$ cat src/rtl/dma_controller.sv
// rtl/dma_controller.sv - three-block, four-word device-to-memory DMA engine with bus request/grant.
// Define DMA_CYCLE_STEAL_EN to release the bus for one cycle between blocks; default is burst mode.
module dma_controller (
    input  logic        clk,
    input  logic        reset_n,
    input  logic        cmd_valid,
    input  logic [15:0] cmd_addr,
    output logic        br,
    input  logic        bg,
    output logic [1:0]  offset,
    input  logic [63:0] dev_data,
    output logic [15:0] mem_addr,
    output logic [15:0] mem_data,
    output logic        mem_write,
    input  logic        mem_ready,
    output logic        busy,
    output logic        done_int
);
    localparam int BLOCKS = 3;
    localparam int WORDS  = 4;
    localparam logic [1:0] LAST_BLK  = 2'(BLOCKS - 1);
    localparam logic [1:0] LAST_WORD = 2'(WORDS - 1);

    typedef enum logic [2:0] {
        IDLE,
        REQ,
        XFER,
        STEAL,
        DONE
    } state_t;

    state_t      state_q, state_d;
    logic [15:0] base_q, base_d;
    logic [1:0]  blk_q, blk_d;
    logic [1:0]  word_q, word_d;

    always_ff @(posedge clk or negedge reset_n) begin
        if (!reset_n) begin
            state_q <= IDLE;
            base_q  <= 16'd0;
            blk_q   <= 2'd0;
            word_q  <= 2'd0;
        end else begin
            state_q <= state_d;
            base_q  <= base_d;
            blk_q   <= blk_d;
            word_q  <= word_d;
        end
    end

    always_comb begin
        state_d   = state_q;
        base_d    = base_q;
        blk_d     = blk_q;
        word_d    = word_q;
        br        = 1'b0;
        offset    = 2'd3;
        mem_addr  = 16'd0;
        mem_data  = 16'd0;
        mem_write = 1'b0;
        done_int  = 1'b0;
        busy      = (state_q != IDLE);

        case (state_q)
            IDLE: begin
                if (cmd_valid) begin
                    base_d  = cmd_addr;
                    blk_d   = 2'd0;
                    word_d  = 2'd0;
                    state_d = REQ;
                end
            end
            REQ: begin
                br = 1'b1;
                if (bg) state_d = XFER;
            end
            XFER: begin
                br        = 1'b1;
                offset    = blk_q;
                mem_addr  = base_q + {12'd0, blk_q, 2'b00} + {14'd0, word_q};
                mem_data  = dev_data[{word_q, 4'b0000} +: 16];
                mem_write = bg;
                // Losing the grant parks in REQ with position frozen so the same word is retried.
                if (!bg) begin
                    state_d = REQ;
                end else if (mem_ready) begin
                    if (word_q == LAST_WORD) begin
                        word_d = 2'd0;
                        if (blk_q == LAST_BLK) begin
                            state_d = DONE;
                        end else begin
                            blk_d = blk_q + 2'd1;
`ifdef DMA_CYCLE_STEAL_EN
                            state_d = STEAL;
`endif
                        end
                    end else begin
                        word_d = word_q + 2'd1;
                    end
                end
            end
            STEAL: begin
                state_d = REQ;
            end
            DONE: begin
                done_int = 1'b1;
                state_d  = IDLE;
            end
            default: begin
                state_d = IDLE;
            end
        endcase
    end
endmodule

$ cat config.mk
export PLATFORM = sky130hd
export DESIGN_NAME = dma_controller
export DESIGN_NICKNAME = d
export VERILOG_FILES = /design/src/rtl/dma_controller.sv
export SDC_FILE = /design/constraint.sdc
export NUM_CORES = 1
export LEC_CHECK = 0
export ABC_AREA = 1
export BUFFER_PORTS_ARGS = -buffer_cell sky130_fd_sc_hd__buf_4
export CORE_ASPECT_RATIO = 1.5
export CORE_MARGIN = 2
export CORE_UTILIZATION = 40
export CTS_BUF_LIST = sky130_fd_sc_hd__clkbuf_16
export DETAILED_ROUTE_END_ITERATION = 12
export PLACE_DENSITY_LB_ADDON = 0.3
export SLEW_MARGIN = 20
export SYNTH_ARGS = -nofsm -noshare
export SYNTH_HDL_FRONTEND = slang
export SYNTH_SLANG_ARGS = --single-unit
export TNS_END_PERCENT = 5
$ cat constraint.sdc
create_clock -name clk -period 2.2 [get_ports clk]
set_clock_uncertainty 0.15 [all_clocks]
set_input_delay 0.55 -clock clk [delete_from_list [all_inputs] [get_ports clk]]
set_output_delay 0.55 -clock clk [all_outputs]
set_load 0.1 [all_outputs]
==> qor.yml <==
setup_path:
  arrival_ps: 1980
  worst_r2r_path_cells: 9
  cp_top_family: "buffers and inverters"
  crit_required_ps: 1500
  cp_slowest_cell: "dfrtp_1"
  timing.setup.critical_path_class: "flop to output port"
  worstSetupEndpointType: "output port"
  worstReg2RegEnd: "blk_q[1]"
  regToRegSetupSlack_ps: 470
  crit_buf_inv: 5
  worstReg2RegStart: "word_q[0]"
  worst_path_largest_cell_delay_ps: 350
  cp_max_fo: 4
  cpMostUsedCell: "buf_4"
  worst_setup_path_start_kind: "flop"
  timing.critical_path.cells: "ha_2, inv_2, fa_2, inv_4, buf_4, buf_4, o21ai_1, a21oi_2, buf_12"
route:
  dr_total_vias: 3029
  detail_routed_via_count_per_cell: 5.17
  drt_drc_violations_left: 0
  ant_nets: 0
  drt_iter0_markers: 134
  detailedRoute.firstPassIterationCount: 4
  routed_wirelength_um: 7970
  detail_route.wl_per_cell_um: 13.6
place:
  hpwl_um: 6060
  port-buffer-count: 122
  gp_congestion: 0.864
hold_path:
  hold_class: "input port to async pin"
timing:
  final.min_clock_period_ps: 2680
  rsz0062_at_grt: "yes"
  maxClockFrequency_mhz: 374
  final.period_utilization: 1.22
  timing.final.ws_setup_ps: -477
  final-hold-violation-count: 0
  timing.final.setup_violations: 33
  hold-worst-slack_ps: 26.4
  worst_slew_margin_rel: 0.761
  tightest_slew_ps: 358
  timing_max_transition_violations_final: 0
global_route:
  met3_usage: 0.0354
  first_global_vias: 3052
  grt_most_used_layer: "met2"
  globalRouteTotalUtil: 0.268
  overflow: 0
  grt_first_pass_wirelength_um: 13100
  largest_net_degree_at_the_start_of_global_routing: 37
  antenna_found_initial: 0
  grt_use_met1: 0.272
  globalRouteMet2Util: 0.518
yosys:
  yosys_warnings: 0
  synth_enable_flop_cells: 0
  share_of_synthesized_flip_flops_with_an_asynchronous_set_or_reset: 1.00
  synth.top_cell.area_share: 0.260
  yosys.area.top_type: "dfrtp_1"
  ys_seq_elements: 23
  ys_top_cells_by_count: "nor2_1, nand2_1, a21oi_1, o21ai_0, nand3_1"
  avgSynthCellArea_um2: 5.90
  post_syn_area_um2: 2210
  ys_seq_area_frac: 0.260
  syn-instance-count: 375
  synthFlopType: "dfrtp_1"
  yosysUniqueCellTypes: 34
  mappedNetlistNets: 467
  yosys.cell_count.top_type: "nor2_1"
  synth.top_cells.by_area: "dfrtp_1, nor2_1, nand2_1"
final_layout:
  fraction_of_final_layout_cells_sized_beyond_drive_strength_1: 0.430
  fin_nets: 609
  multiInputGateArea_um2: 1650
  antennaDiodeCount: 0
  finalCoreUtilization: 0.723
  layout.area.seq_um2: 576
  filler_cells: 448
  area.growth.synth_to_final_pct: 76.8
die:
  floorplan.initialDensity: 0.409
  floorplan.rows: 33
  die-area_um2: 6150
  core_um2: 5410
  io_pins: 123
  die_height_um: 95.1
  chipWidth_um: 64.7
outcome:
  outcome: "finished, violations left"
  failed_checks: "setup timing"
clocking:
  worstSkewPairLatency_ps: 260
  htree_levels: 1
  cts.sink_count: 23
  clkTransAtPathRegs_ps: 60
  ctsRootBufferMaster: "clkbuf_16"
  cts_tree: "built"
  clockBufferDepth: 2
  tritoncts.num_buffers: 3
power:
  power_density_cells_nw_per_um2: 1250
  p_total_w: 0.00490
  power.leakage_nw: 1.94
  ir_worst_vdd_uv: 787
flow_run:
  maxcap_viol_count: 0
[how the worst max path moves through the flow]
stage,start,to,slack (ps),depth (start not counted)
after floorplan,word_q[1],mem_addr[8],-690,10
after global placement,base_q[0],mem_addr[14],-270,11
after detailed placement,word_q[0],mem_addr[6],-310,9
after CTS,word_q[0],mem_addr[8],-500,10
after global routing,word_q[0],mem_addr[14],-600,11
final,word_q[0],mem_addr[2],-480,9
[stage by stage]
stage,setup TNS (ps),cell area [um2],std cells,setup WS (ps)
floorplan,-16740,2370,375,-692
global placement,-2270,3480,579,-269
detailed placement,-2610,3480,579,-306
CTS,-9690,3860,584,-497
global route,-13750,3910,586,-598
finish,-9920,3910,586,-477
[routing by layer]
layer	routed length, um	part of all wire
met5	0	0
met4	443	0.056
met3	434	0.054
met2	4450	0.56
met1	2640	0.33
[cells by family after synthesis]
| kind of cell | synth area share |
|---|---|
| simple gates | 0.427 |
| compound gates | 0.169 |
| buf+inv | 0.0967 |
| flops | 0.260 |
| fa+ha+maj | 0.0430 |
| xor+xnor | 0.00396 |
[cells in the final DEF, fill, tap and decap left out, drive strengths merged]
cell type,count
buf,153
nor2,106
nand2,78
o21ai,35
nand3,31
a21oi,31
inv,30
dfrtp,23
ha,6
nor3,5
clkbuf,3
nand4,2
or2,2
a31oi,1
nor3b,1
a21boi,1
xnor2,1
o2111ai,1
nand3b,1
o211ai,1
o22ai,1
o31ai,1
fa,1
clkinvlp,1
[sequential cells by signal, indices dropped and copies added, names as in the netlist]
register and flops:
word_q 2, blk_q 2, state_q 3, base_q 16
[timing repair]
| item | 4_1_cts | 5_1_grt |
|---|---|---|
| buffers inserted | 1 | 2 |
| gates resized for setup | 70 | 9 |
| pin swaps | 8 | 5 |
| hold buffers | 0 | 0 |
| endpoints found under the setup margin | 35 | 35 |
[area by class of cell]
cell class | instances | share of cell area
Timing Repair Buffer | 153 | 0.355
Inverter | 30 | 0.0320
Clock inverter | 1 | 0.00192
Clock buffer | 3 | 0.0192
Tap cell | 70 | 0.0224
Sequential cell | 23 | 0.147
Multi-Input combinational cell | 306 | 0.422
[where the power goes]
part	total (W)	switching, W	internal (W)
clock network	0.000400	0.000153	0.000246
logic	0.00373	0.00253	0.00120
registers	0.000764	0.000168	0.000596
total	0.00490	0.00286	0.00204
(Power assumes the default switching activity.)
